**src/rtl/pipelined_mux_n.sv**
```systemverilog
// Purpose: select one of NUM_IN words (out-of-range select -> 0 + error flag) and carry it through STAGES registers.
// Latency: STAGES cycles from acceptance to data_out when never stalled; 1 word/cycle sustained.
// Backpressure: valid/ready ready-chain, bubbles collapse, stalled stages hold; flush drops all in-flight entries.
module pipelined_mux_n #(
  parameter int WIDTH  = 32,
  parameter int NUM_IN = 3,
  parameter int SEL_W  = 2,
  parameter int STAGES = 1
) (
  input  logic                    clk,
  input  logic                    reset,
  input  logic                    in_valid,
  output logic                    in_ready,
  input  logic [SEL_W-1:0]        sel,
  input  logic [NUM_IN*WIDTH-1:0] data_in,
  input  logic                    flush,
  output logic                    out_valid,
  input  logic                    out_ready,
  output logic [WIDTH-1:0]        data_out,
  output logic                    out_sel_err,
  output logic                    err_sticky
);

  logic [WIDTH-1:0]  w_sel_dat;
  logic              w_sel_err;
  logic [STAGES-1:0] w_vld;
  // w_rdy[STAGES] is the downstream ready so every stage uses the same rule
  logic [STAGES:0]   w_rdy;
  // w_mov[i] = a word enters stage i this cycle; w_mov[STAGES] = a word leaves the block
  logic [STAGES:0]   w_mov;

  // Input select: out-of-range index yields a zero word tagged as an error
  always_comb begin
    w_sel_dat = '0;
    w_sel_err = (32'(sel) >= NUM_IN);
    for (int k = 0; k < NUM_IN; k++) begin
      if (sel == SEL_W'(k)) begin
        w_sel_dat = data_in[k*WIDTH +: WIDTH];
      end
    end
  end

  // Ready chain from the output back to the input, then the per-stage transfer strobes
  always_comb begin
    w_rdy         = '0;
    w_mov         = '0;
    w_rdy[STAGES] = out_ready;
    for (int i = STAGES - 1; i >= 0; i--) begin
      w_rdy[i] = !w_vld[i] || w_rdy[i+1];
    end
    w_mov[0] = in_valid && w_rdy[0] && !flush;
    for (int i = 0; i < STAGES; i++) begin
      w_mov[i+1] = w_vld[i] && w_rdy[i+1];
    end
  end

  // A flush cycle refuses new input so the offered word is never captured
  assign in_ready = w_rdy[0] && !flush;

  for (genvar i = 0; i < STAGES; i++) begin : g_stg
    logic             r_vld;
    logic             r_err;
    logic [WIDTH-1:0] r_dat;
    logic [WIDTH-1:0] w_src_dat;
    logic             w_src_err;

    if (i == 0) begin : g_head
      assign w_src_dat = w_sel_dat;
      assign w_src_err = w_sel_err;
    end else begin : g_body
      assign w_src_dat = g_stg[i-1].r_dat;
      assign w_src_err = g_stg[i-1].r_err;
    end

    // Stage register: load on incoming move, empty when contents move on, otherwise hold
    always_ff @(posedge clk) begin
      if (reset) begin
        r_vld <= 1'b0;
        r_err <= 1'b0;
        r_dat <= '0;
      end else if (flush) begin
        r_vld <= 1'b0;
      end else if (w_mov[i]) begin
        r_vld <= 1'b1;
        r_dat <= w_src_dat;
        r_err <= w_src_err;
      end else if (w_mov[i+1]) begin
        r_vld <= 1'b0;
      end
    end

    assign w_vld[i] = r_vld;
  end

  assign out_valid   = g_stg[STAGES-1].r_vld;
  assign data_out    = g_stg[STAGES-1].r_dat;
  assign out_sel_err = g_stg[STAGES-1].r_err;

  // Sticky error: any accepted out-of-range select, cleared only by reset
  always_ff @(posedge clk) begin
    if (reset) begin
      err_sticky <= 1'b0;
    end else if (w_mov[0] && w_sel_err) begin
      err_sticky <= 1'b1;
    end
  end

endmodule
```
**config.mk**
```make
export PLATFORM = sky130hd
export DESIGN_NAME = pipelined_mux_n
export DESIGN_NICKNAME = d
export VERILOG_FILES = /design/src/rtl/pipelined_mux_n.sv
export SDC_FILE = /design/constraint.sdc
export NUM_CORES = 1
export LEC_CHECK = 0
export ABC_AREA = 1
export ABC_CLOCK_PERIOD_IN_PS = 1100
export BUFFER_PORTS_ARGS = -buffer_cell sky130_fd_sc_hd__buf_2
export CAP_MARGIN = 25
export CORE_MARGIN = 2
export CORE_UTILIZATION = 39
export DETAILED_ROUTE_END_ITERATION = 7
export GPL_ROUTABILITY_DRIVEN = 0
export HOLD_SLACK_MARGIN = 0.02
export PLACE_DENSITY = 0.78
export SLEW_MARGIN = 30
export SYNTH_ARGS = -nofsm -noshare
export SYNTH_HDL_FRONTEND = slang
export SYNTH_SLANG_ARGS = --single-unit
```
**constraint.sdc**
```tcl
create_clock -name clk -period 1.1 [get_ports clk]
set_clock_uncertainty 0.05 [all_clocks]
set_input_delay 0.055 -clock clk [delete_from_list [all_inputs] [get_ports clk]]
set_output_delay 0.055 -clock clk [all_outputs]
set_load 0.005 [all_outputs]
```
---- Word-level counts from Yosys, hierarchy flattened ----
Index checks and enable logic that the tools add are counted.
cells by class
  $lt $le $gt $ge ......................... 1
  reductions and logical operators ........ 12
  equality and inequality tests ........... 2
  multiplexer cells ....................... 5
  bitwise logic cells ..................... 1
operators by type and width
  kind                number
  $mux 32             3
  $logic_and 1x1->1   5
  $eq 2x1->1 const B  1
  $eq 2x2->1 const B  1
  $ge 2x2->1 const B  1
  $logic_not 1->1     2
  $logic_not 2->1     1
  $mux 1              2
  $reduce_and 2->1    1
  $reduce_bool 2->1   1
  $reduce_or 2->1     1
  $logic_or 1x1->1    1
  $not 1->1           1
word-level totals
  word-level logic and storage cells ...... 25
  output and inout port bits .............. 36
  bits of input ports ..................... 103
  flip-flop bits (word level) ............. 35

---- Logic depth before layout (Yosys ltp) ----
  depth in word-level cells ............... 5
  mapped depth ............................ 8
  mapped depth without buffers ............ 6

---- Worst setup path after synthesis ----
Ideal clock, no wire load.
  kind .................................... register to register
  from .................................... register g_stg[0].r_vld, in the netlist out_valid
  to ...................................... register g_stg[0].r_dat[0], in the netlist data_out[0]
  slack ................................... 0.034 ns
  data required time ...................... 0.938 ns
  library setup time ...................... 0.112 ns
  data arrival time ....................... 0.905 ns
  stages on the path, launching flop included .. 7
  cells stage by stage .................... dfxtp_1 nand2_2 nand3_2 buf_6 buf_2 nor2_1 nor2_1
on the way
  cells in the longest elaborated chain, start to end .. 5
ends and longest elaborated chain
  what                               line  text
  from (decl)                        61    logic r_vld;
  from (signal assigned)             78    r_vld <= 1'b0;
  from (signal assigned)             82    r_vld <= 1'b0;
  from (signal assigned)             84    r_vld <= 1'b1;
  $logic_not 1->1                    49    w_rdy[i] = !w_vld[i] || w_rdy[i+1];
  $logic_or 1x1->1                   49
  $logic_and 1x1->1 (2 in series)    51    w_mov[0] = in_valid && w_rdy[0] && !flush;
  $reduce_and 2->1 (no source line)  -
  to (signal assigned)               85    r_dat <= w_src_dat;
  to (decl)                          63    logic [WIDTH-1:0] r_dat;
Every way passes these cells.
A chain may end at the register's enable or synchronous reset.

---- Worst setup path after layout ----
Same ends and word-level chain as after synthesis.

==> reports/qor.yml <==
job:
  maxCapViolations: 0
power_and_ir_drop:
  swShare_pct: 28.37
  total_power_mw: 3.266
  ir_drop_v: 0.0006247
  p_comb_share_pct: 26.5
  p_clk_share_pct: 30.8
  p_per_area_nw_per_um2: 1038
  p_switching_mw: 0.9265
  intPower_mw: 2.340
  pwr-share-seq_pct: 42.6
  p_leak_nw: 1.760
clock_tree:
  cts_tree: "done"
  path_clk_slew_ps: 70
  cts_root_buffer: "clkbuf_8"
  cts_buffers: 5
  clk_path_buf_depth: 2
  clk_latency_ps: 270
  cts_sinks: 35
  h-tree-depth: 2
critical_path:
  reg2reg_from: "out_valid"
  worstSetupPathType: "reg2reg"
  cp-end-kind: "register"
  cp_max_fo: 18
  crit_arrival_ps: 1230
  required_ps: 1220
  r2r_end: "data_out[0]"
  reg2reg_slack_ps: -4
  critPathLaunchType: "register"
  r2r_cells: 5
  crit_start: "out_valid"
  endpoint: "data_out[0]"
routing:
  routed.top_layer: "met4"
  wire_per_inst_um: 11.70
  drt-met1-wl_um: 2717
  ant_nets: 0
  wl_met3_um: 482
  drc: 0
  wirelength_um: 6730
  dr.pass1.iters: 4
  routed_via_density: 4.786
  wl_met2_um: 3407
  vias: 2752
  drt_iter0_markers: 123
synth:
  ys_warn_count: 0
  avgSynthCellArea_um2: 5.872
  ys.flop_type: "dfxtp_1"
  synth_edf_count: 0
  syn_inst: 368
  yosys.area.top_type: "dfxtp_1"
  synth-async-reset-ratio_pct: 0
  synth.distinct_cells: 15
  yosysMostFrequentCell: "nand2_1"
  ys_ff_latch: 35
  ys_top_cells_by_area: "dfxtp_1, nand3_1, nand2_1"
  synthesis.area_um2: 2161
  synth_nets: 471
  netlist.area_leader.share_pct: 32.43
  synth_commonest_cells: "nand2_1, nand3_1, nor2_1, inv_1, dfxtp_1"
  synth.yosys.seq_area_share_pct: 32.43
grt:
  grt_pass1_vias: 2418
  antenna_found_initial: 0
  grt_max_degree: 37
  globalRouteOverflowTotal: 0
  grtUsageTotal_pct: 20.91
  grt_pass1_wl_um: 10470
timing:
  min_period_ps: 1104
  clock.fmax_ghz: 0.9061
  finalHoldViolations: 0
  relSlewSlack_pct: 61.06
  worstMarginPinSlew_ps: 583.2
  post-route-period-util_pct: 100.3
  finalSetupViolations: 2
  drv_slew: 0
  setup_ws_ps: -3.650
  rsz0062_at_grt: "yes"
die:
  std_cell_rows: 27
  design.core.area_um2: 5439
  initial_core_util_pct: 39.73
  io_pins: 139
  die_h_um: 78.44
  dieArea_um2: 6152
  fp.dieW_um: 78.44
outcome:
  violations: "negative setup slack"
  status: "complete, but fails checks"
cells_and_area:
  synthToLayoutAreaGrowth_pct: 45.57
  final_util_pct: 57.83
  n_antenna_cell: 0
  nets: 605
  drive_gt1_share_pct: 35.79
hold_path:
  hold_path_class: "in2reg"
placed_design:
  placement.io_buffers: 138
  dp.final_hpwl_um: 4638
[cell type report]
class                           count  area, um^2
Fill cell                         531        2293
Multi-Input combinational cell    267        1202
Timing Repair Buffer              154       904.6
Sequential cell                    35       701.9
Inverter                           39       146.4
Clock buffer                        8       100.1
Tap cell                           72       90.09
[power by group through the flow]
stage / Combinational (mW) / Clock [mW] / Sequential [mW]
after floorplan: 0.439 / 0 / 1.43
after global placement: 0.785 / 0 / 1.42
after detailed placement: 0.799 / 0 / 1.42
after CTS: 0.808 / 1.04 / 1.39
after global routing: 0.971 / 1.09 / 1.40
final: 0.867 / 1.01 / 1.39
[worst max-delay path: stages, from the launching register on]
cell,delay [ps]
dfxtp_2,340
nand2_4,80
nand3_4,140
clkbuf_16,230
nor2_1,110
nor2_1,50
[metrics by stage]
step	cell area, um^2	TNS [ps]	worst slack [ps]	std cells	hold WS, ps
global route	3146	-1088	-47.63	575	34.98
global placement	2899	-118.1	-15.62	561	191.0
detailed placement	2899	-1471	-80.76	561	195.2
CTS	3020	0	4.953	571	10.88
floorplan	2161	0	33.86	368	74.07
finish	3146	-5.661	-3.650	575	32.89
[repair_timing]
item,CTS,global route
cloned,0,3
hold buffers,2,0
pin swaps,0,1
setup buffers,0,1
gates resized for setup,1,18
setup endpoints to repair,3,33
endpoints found under the hold margin,3,0
[placed cells by master, fill, tap and decap left out]
master and n:
a21oi_1 3, a21oi_2 1, buf_12 4, buf_2 138, buf_4 7, buf_6 1, clkbuf_1 1, clkbuf_16 2
clkbuf_8 7, dfxtp_1 34, dfxtp_2 1, dlygate4sd3_1 2, inv_1 37, inv_2 2, nand2_1 89, nand2_2 9
nand2_4 2, nand3_1 96, nand3_4 1, nand4_1 1, nor2_1 60, nor2_2 4, nor2_4 1
[layer usage]
layer	vias up	track usage, %
li1	1413	-
met3	10	4.368
met2	113	38.71
met1	1216	23.09
met5	-	0
met4	0	8.596
[kinds of logic after synthesis]
logic type | share of synthesized area [%]
compound gates | 0.9265
buf+inv | 14.53
flops | 32.43
simple gates | 52.11
[worst min path at each step]
stage               slack, ps      endpoint   startpoint  cells past startpoint
CTS                        10     out_valid    out_ready                      4
global placement          190   out_sel_err        reset                      2
detailed placement        200    err_sticky        reset                      2
floorplan                  70    err_sticky        reset                      1
global route               30   data_out[1]   data_in[1]                      5
finish                     30  data_out[24]  data_in[24]                      5
[registers in the layout, indices dropped and copies added (netlist names)]
signal	flops
out_valid	1
out_sel_err	1
data_out	32
err_sticky	1
Power figures use the tool's default switching activity.
